### config.mk
export PLATFORM = sky130hd
export DESIGN_NAME = reg_writeback
export DESIGN_NICKNAME = d
export VERILOG_FILES = /design/src/rtl/reg_writeback_pkg.sv /design/src/rtl/reg_writeback_load_formatter.sv /design/src/rtl/reg_writeback.sv
export SDC_FILE = /design/constraint.sdc
export NUM_CORES = 1
export LEC_CHECK = 0
export CELL_PAD_IN_SITES_DETAIL_PLACEMENT = 1
export CELL_PAD_IN_SITES_GLOBAL_PLACEMENT = 1
export CORE_MARGIN = 3
export CORE_UTILIZATION = 34
export CTS_CLUSTER_SIZE = 24
export DETAILED_ROUTE_END_ITERATION = 8
export HOLD_SLACK_MARGIN = 0.1
export MAX_ROUTING_LAYER = met4
export PLACE_DENSITY = 0.83
export SLEW_MARGIN = 10
export SYNTH_ARGS = -nofsm -noshare
export SYNTH_HDL_FRONTEND = slang
export SYNTH_SLANG_ARGS = --single-unit
### constraint.sdc
create_clock -name clk -period 2.9 [get_ports clk]
set_input_delay 0.58 -clock clk [delete_from_list [all_inputs] [get_ports clk]]
set_output_delay 0.58 -clock clk [all_outputs]
set_load 0.01 [all_outputs]
### src/rtl/reg_writeback_pkg.sv
// Shared definitions for the writeback stage: datapath width default, RISC-V load
// funct3 encodings, FSM state type and a load-legality helper.
package reg_writeback_pkg;

    localparam int unsigned XLEN_DEFAULT = 32;

    localparam logic [2:0] F3_LB  = 3'b000;
    localparam logic [2:0] F3_LH  = 3'b001;
    localparam logic [2:0] F3_LW  = 3'b010;
    localparam logic [2:0] F3_LBU = 3'b100;
    localparam logic [2:0] F3_LHU = 3'b101;

    typedef enum logic [0:0] {
        StIdle,
        StWaitLoad
    } wb_state_e;

    function automatic logic is_legal_load(input logic [2:0] f3);
        return (f3 == F3_LB) || (f3 == F3_LH) || (f3 == F3_LW) ||
               (f3 == F3_LBU) || (f3 == F3_LHU);
    endfunction

endpackage

### src/rtl/reg_writeback_load_formatter.sv
// Combinational load formatter: selects the byte/half/word addressed by addr_lo from an
// aligned memory word and sign/zero extends it; also reports misalignment and illegal funct3.
// Ports:
//   funct3   in   3     load type
//   addr_lo  in   2     byte address [1:0]
//   rdata    in   XLEN  aligned word from data memory
//   data     out  XLEN  extracted, extended load value
//   misalign out  1     LH/LHU at offset 3, or LW at a non-zero offset
//   illegal  out  1     funct3 is not a load encoding
module reg_writeback_load_formatter
    import reg_writeback_pkg::*;
#(
    parameter int unsigned XLEN = XLEN_DEFAULT
) (
    input  logic [2:0]      funct3,
    input  logic [1:0]      addr_lo,
    input  logic [XLEN-1:0] rdata,
    output logic [XLEN-1:0] data,
    output logic            misalign,
    output logic            illegal
);

    logic [7:0]  byte_sel;
    logic [15:0] half_sel;

    always_comb begin
        byte_sel = rdata[7:0];
        half_sel = rdata[15:0];
        case (addr_lo)
            2'd1: begin
                byte_sel = rdata[15:8];
                half_sel = rdata[23:8];
            end
            2'd2: begin
                byte_sel = rdata[23:16];
                half_sel = rdata[31:16];
            end
            2'd3: begin
                byte_sel = rdata[31:24];
                // Half at offset 3 straddles words; it is flagged and never written.
                half_sel = {8'h00, rdata[31:24]};
            end
            default: begin
                byte_sel = rdata[7:0];
                half_sel = rdata[15:0];
            end
        endcase
    end

    always_comb begin
        data     = '0;
        misalign = 1'b0;
        case (funct3)
            F3_LB:   data = {{(XLEN-8){byte_sel[7]}}, byte_sel};
            F3_LBU:  data = {{(XLEN-8){1'b0}}, byte_sel};
            F3_LH: begin
                data     = {{(XLEN-16){half_sel[15]}}, half_sel};
                misalign = (addr_lo == 2'd3);
            end
            F3_LHU: begin
                data     = {{(XLEN-16){1'b0}}, half_sel};
                misalign = (addr_lo == 2'd3);
            end
            F3_LW: begin
                data     = rdata;
                misalign = (addr_lo != 2'd0);
            end
            default: data = '0;
        endcase
    end

    assign illegal = !is_legal_load(funct3);

endmodule

### src/rtl/reg_writeback.sv
// Writeback stage, sole writer of the register file. ALU results are written one cycle after
// transfer; loads wait for the data-memory response, then are formatted and written. Misaligned
// and illegal loads are rejected at accept; a missing response aborts after LOAD_TIMEOUT cycles.
// Optional feature macro: WB_BYPASS_EN adds byp_valid/byp_rd/byp_data mirroring the write port.
// Ports:
//   clk, rst (async, active-low)
//   in_valid/in_ready handshake; in_wen, in_is_load, in_rd, in_funct3, in_addr_lo, in_result
//   mem_rsp_valid, mem_rdata  load response
//   rf_w_enb, rf_rd, rf_w_data  register-file write port (registered)
//   busy  waiting for a load response
//   err_misalign, err_funct3, err_timeout  one-cycle error pulses (registered)
module reg_writeback
    import reg_writeback_pkg::*;
#(
    parameter int unsigned XLEN         = XLEN_DEFAULT,
    parameter int unsigned LOAD_TIMEOUT = 16
) (
    input  logic            clk,
    input  logic            rst,
    input  logic            in_valid,
    output logic            in_ready,
    input  logic            in_wen,
    input  logic            in_is_load,
    input  logic [4:0]      in_rd,
    input  logic [2:0]      in_funct3,
    input  logic [1:0]      in_addr_lo,
    input  logic [XLEN-1:0] in_result,
    input  logic            mem_rsp_valid,
    input  logic [XLEN-1:0] mem_rdata,
    output logic            rf_w_enb,
    output logic [4:0]      rf_rd,
    output logic [XLEN-1:0] rf_w_data,
    output logic            busy,
    output logic            err_misalign,
    output logic            err_funct3,
    output logic            err_timeout
`ifdef WB_BYPASS_EN
    ,
    output logic            byp_valid,
    output logic [4:0]      byp_rd,
    output logic [XLEN-1:0] byp_data
`endif
);

    localparam int unsigned CntW = $clog2(LOAD_TIMEOUT);
    localparam logic [CntW-1:0] TimeoutCnt = CntW'(LOAD_TIMEOUT - 1);

    wb_state_e       state_q;
    logic [CntW-1:0] cnt_q;
    logic            ld_wen_q;
    logic [4:0]      ld_rd_q;
    logic [2:0]      ld_funct3_q;
    logic [1:0]      ld_addr_q;

    logic            in_ready_q;
    logic            busy_q;
    logic            rf_w_enb_q;
    logic [4:0]      rf_rd_q;
    logic [XLEN-1:0] rf_w_data_q;
    logic            err_misalign_q;
    logic            err_funct3_q;
    logic            err_timeout_q;

    logic [2:0]      fmt_funct3;
    logic [1:0]      fmt_addr;
    logic [XLEN-1:0] fmt_data;
    logic            fmt_misalign;
    logic            fmt_illegal;
    logic            transfer;
    logic            writes_rd;

    // One formatter serves both uses: accept-time checks on the incoming instruction while
    // idle, data extraction on the captured load while waiting.
    assign fmt_funct3 = (state_q == StIdle) ? in_funct3 : ld_funct3_q;
    assign fmt_addr   = (state_q == StIdle) ? in_addr_lo : ld_addr_q;

    reg_writeback_load_formatter #(
        .XLEN (XLEN)
    ) u_fmt (
        .funct3   (fmt_funct3),
        .addr_lo  (fmt_addr),
        .rdata    (mem_rdata),
        .data     (fmt_data),
        .misalign (fmt_misalign),
        .illegal  (fmt_illegal)
    );

    assign transfer  = in_valid && in_ready_q;
    assign writes_rd = in_wen && (in_rd != 5'd0);

    always_ff @(posedge clk or negedge rst) begin
        if (!rst) begin
            state_q        <= StIdle;
            cnt_q          <= '0;
            ld_wen_q       <= 1'b0;
            ld_rd_q        <= '0;
            ld_funct3_q    <= '0;
            ld_addr_q      <= '0;
            in_ready_q     <= 1'b0;
            busy_q         <= 1'b0;
            rf_w_enb_q     <= 1'b0;
            rf_rd_q        <= '0;
            rf_w_data_q    <= '0;
            err_misalign_q <= 1'b0;
            err_funct3_q   <= 1'b0;
            err_timeout_q  <= 1'b0;
        end else begin
            // Write enable and error flags are single-cycle pulses.
            rf_w_enb_q     <= 1'b0;
            err_misalign_q <= 1'b0;
            err_funct3_q   <= 1'b0;
            err_timeout_q  <= 1'b0;
            case (state_q)
                StIdle: begin
                    in_ready_q <= 1'b1;
                    busy_q     <= 1'b0;
                    if (transfer) begin
                        if (!in_is_load) begin
                            if (writes_rd) begin
                                rf_w_enb_q  <= 1'b1;
                                rf_rd_q     <= in_rd;
                                rf_w_data_q <= in_result;
                            end
                        end else if (fmt_illegal) begin
                            err_funct3_q <= 1'b1;
                        end else if (fmt_misalign) begin
                            err_misalign_q <= 1'b1;
                        end else begin
                            // Loads to x0 still wait so the response is consumed here.
                            ld_wen_q    <= writes_rd;
                            ld_rd_q     <= in_rd;
                            ld_funct3_q <= in_funct3;
                            ld_addr_q   <= in_addr_lo;
                            cnt_q       <= '0;
                            state_q     <= StWaitLoad;
                            in_ready_q  <= 1'b0;
                            busy_q      <= 1'b1;
                        end
                    end
                end
                StWaitLoad: begin
                    if (mem_rsp_valid) begin
                        // A response on the timeout cycle still completes the load.
                        if (ld_wen_q) begin
                            rf_w_enb_q  <= 1'b1;
                            rf_rd_q     <= ld_rd_q;
                            rf_w_data_q <= fmt_data;
                        end
                        state_q    <= StIdle;
                        in_ready_q <= 1'b1;
                        busy_q     <= 1'b0;
                    end else if (cnt_q == TimeoutCnt) begin
                        err_timeout_q <= 1'b1;
                        state_q       <= StIdle;
                        in_ready_q    <= 1'b1;
                        busy_q        <= 1'b0;
                    end else begin
                        cnt_q <= cnt_q + 1'b1;
                    end
                end
                default: state_q <= StIdle;
            endcase
        end
    end

    assign in_ready     = in_ready_q;
    assign busy         = busy_q;
    assign rf_w_enb     = rf_w_enb_q;
    assign rf_rd        = rf_rd_q;
    assign rf_w_data    = rf_w_data_q;
    assign err_misalign = err_misalign_q;
    assign err_funct3   = err_funct3_q;
    assign err_timeout  = err_timeout_q;

`ifdef WB_BYPASS_EN
    assign byp_valid = rf_w_enb_q;
    assign byp_rd    = rf_rd_q;
    assign byp_data  = rf_w_data_q;
`endif

endmodule

==> flow_metrics.env <==
export IMPL_diodes=0
export IMPL_maxCapViolations=0
export IMPL_routedWlPerCell_um=20.8
export IMPL_ys_types=50
export IMPL_drt_total_wl_mm=12.9
export IMPL_path_delay_family="compound AO/OA/AOI/OAI gates"
export IMPL_pre_cts_slack_ps=-156
export IMPL_grt_max_degree=39
export IMPL_setup_viol=0
export IMPL_first_pass_iters=4
export IMPL_cp_required_ps=3170
export IMPL_cts_resized=0
export IMPL_antenna_found_initial=0
export IMPL_min_period_ps=2710
export IMPL_cts_root_buf="clkbuf_8"
export IMPL_slew_headroom_pct=20.1
export IMPL_startpoint_type="primary input"
export IMPL_power_uw=4290
export IMPL_worst_slack_ps=194
export IMPL_yosys_warnings=0
export IMPL_cts_buffers=9
export IMPL_drc=0
export IMPL_critPathMaxFanout=16
export IMPL_fillCellCount=1082
export IMPL_num_io_pins=123
export IMPL_powerDensity_nw_per_um2=839
export IMPL_crit_chain="clkdlybuf4s50_1 -> and4bb_2 -> o211ai_4 -> a21oi_1 -> o21ai_0 -> a22oi_2"
export IMPL_dp_hpwl_mm=9.53
export IMPL_worst_slew_pin_slew_ps=1200
export IMPL_die_height_um=107
export IMPL_crit_buf_inv=1
export IMPL_cts_max_path_buffers=2
export IMPL_ys_ff_latch=59
export IMPL_netlist_instances=355
export IMPL_grt_pass1_wl_mm=20.9
export IMPL_fin_crit_sh_pct=93.3
export IMPL_h_tree_depth=3
export IMPL_critPathCaptureType="register"
export IMPL_crit_slowest_cell="a21oi_1"
export IMPL_area_growth_pct=46.7
export IMPL_syn_nets=436
export IMPL_gp_congestion=0.885
export IMPL_arrival_ps=2980
export IMPL_nNetsFinal=563
export IMPL_clock_latency_ps=350
export IMPL_status="completed"
export IMPL_drive_above_1_share_pct=12.7
export IMPL_grt_pass1_vias=3745
export IMPL_clock_sinks=59
export IMPL_final_antenna_net_count=0
export IMPL_postCtsSetupRepairBufs=0
export IMPL_cts_hold_buf=0
export IMPL_core_um2=9860
export IMPL_worst_path_largest_cell_delay_ps=940
export IMPL_clk_pin_slew_ps=90
export IMPL_cts_tree="yes"
export IMPL_rsz0062_at_grt="false"
export IMPL_slew_viol_final=0
export IMPL_synth_top_area_share_pct=42.4
export IMPL_grtUsageTotal_pct=23.8
export IMPL_start_util_pct=35.3
export IMPL_leakage_uw=0.00199
export IMPL_syn_area_per_cell_um2=9.81
export IMPL_hold_path_class="primary input to asynchronous set/reset pin"
export IMPL_num_vias=3489
export IMPL_rows=36
export IMPL_yosysTopAreaCell="dfrtp_1"
export IMPL_synthFlopType="dfrtp_1"
export IMPL_drt_initial_drc_count=138
export IMPL_die_w_um=107
export IMPL_synth_area_leaders="dfrtp_1 (42%), mux2i_1 (4.9%), a22oi_1 (4.7%), o21ai_0 (4.2%), a22oi_2 (3.6%)"
export IMPL_finalHoldViolCount=0
export IMPL_peakVddDrop_mv=0.306
export IMPL_synth_edf_count=0
export IMPL_grt_ovfl_total=0
export IMPL_avgViaCountPerCell=5.63
export IMPL_max_freq_mhz=370
export IMPL_synthArstFlopShare_pct=100
export IMPL_skew_ps=12.0
export IMPL_crit_type="primary input to register"
export IMPL_synth_seq_area_share_pct=42.4
export IMPL_syn_area_um2=3480
export IMPL_floorplan_die_area_um2=11500
export IMPL_io_buffers=122
## cells by family after synthesis
logic type | after synthesis | share of synthesized area, %
multiplexers | 27 | 8.12
AO/OA/AOI/OAI | 127 | 27.2
adder cells (fa/ha/maj) | 1 | 0.359
XOR/XNOR | 1 | 0.252
AND/OR/NAND/NOR | 111 | 16.7
flip-flops | 59 | 42.4
buffers and inverters | 29 | 4.89
## registers in the layout, indices dropped and copies added, names as in the netlist, 2 cells and up
register,flops
cnt_q,4
ld_addr_q,2
ld_funct3_q,3
ld_rd_q,5
rf_rd,5
rf_w_data,32
## where the power goes
group,internal (uW),switching [uW]
clock,490,405
combinational,1020,907
sequential,1170,290
total,2690,1600
## worst reg2reg max path, stage by stage, from the launching register on
cell       delay, ps
dfrtp_2          430
buf_4            310
mux2_2           470
nand3_1          170
a211oi_1         180
a2111oi_0        700
buf_4            220
o21ai_1           50
## worst paths after layout
check | startpoint | endpoint | slack, ps | cells past startpoint
max reg2reg | state_q$_DFF_PN0_ | rf_w_data[15]$_DFFE_PN0P_ | 250 | 7
max | in_is_load | rf_w_data[28]$_DFFE_PN0P_ | 190 | 6
min in group clk | busy$_DFFE_PN0P_ | busy$_DFFE_PN0P_ | 480 | 1
max in group asynchronous | rst | rf_w_data[29]$_DFFE_PN0P_ | 2020 | 2
min reg2reg | busy$_DFFE_PN0P_ | busy$_DFFE_PN0P_ | 480 | 1
min | rst | rf_w_enb$_DFF_PN0_ | 180 | 1
## metrics by stage
stage	instance area, um^2	instances	utilization (%)	hold WS, ps	TNS [ps]
final	5110	620	51.8	184	0
after global routing	5110	620	51.8	206	0
after CTS	5110	620	51.8	192	0
after detailed placement	4880	604	49.5	469	-1290
after global placement	4880	604	49.5	466	-27.6
after floorplan	3480	355	-	284	0
## cells in the mapped netlist (10+ instances only)
cell / count
a21oi_1: 13
a221oi_1: 14
a22oi_1: 22
a22oi_2: 10
dfrtp_1: 59
mux2i_1: 17
nand2_1: 32
nor2_1: 19
nor2b_1: 11
nor3_1: 18
nor3b_1: 10
o21ai_0: 29
## metal layers
metal  track usage [%]  vias to the layer above  wire length [um]
met1              30.9                     1748              5730
li1                  -                     1613                 -
met5                 -                        -                 0
met3              5.06                       14               660
met4              5.02                        0               141
met2              38.5                      114              6370
## cell usage in the layout (no fill, tap or decap), drive strengths merged, types with 2 or more instances in the layout
master	instances
nand3	5
nand4	2
inv	7
and3b	2
a21oi	13
o2bb2ai	7
and3	3
a211oi	4
a221oi	14
mux2i	17
o21ai	31
and2	2
mux2	10
clkinv	4
nor3	18
or2	2
buf	18
clkdlybuf4s50	121
nor2	19
clkbuf	9
nor3b	10
o211ai	9
a22oi	32
o311ai	2
a21o	2
a32oi	2
nand2	32
nor2b	11
bufinv	2
a31oi	4
dfrtp	59
o22ai	2
## final cells by class
class                           count  area (um^2)  area share, %
Inverter                            6         22.5          0.441
Timing Repair Buffer              139         1380           27.0
Clock inverter                      7          100           1.96
Sequential cell                    59         1480           28.9
Multi-Input combinational cell    267         1840           35.9
Clock buffer                        9          124           2.43
Tap cell                          133          166           3.26
No activity file was read; power rests on OpenSTA's default activity.
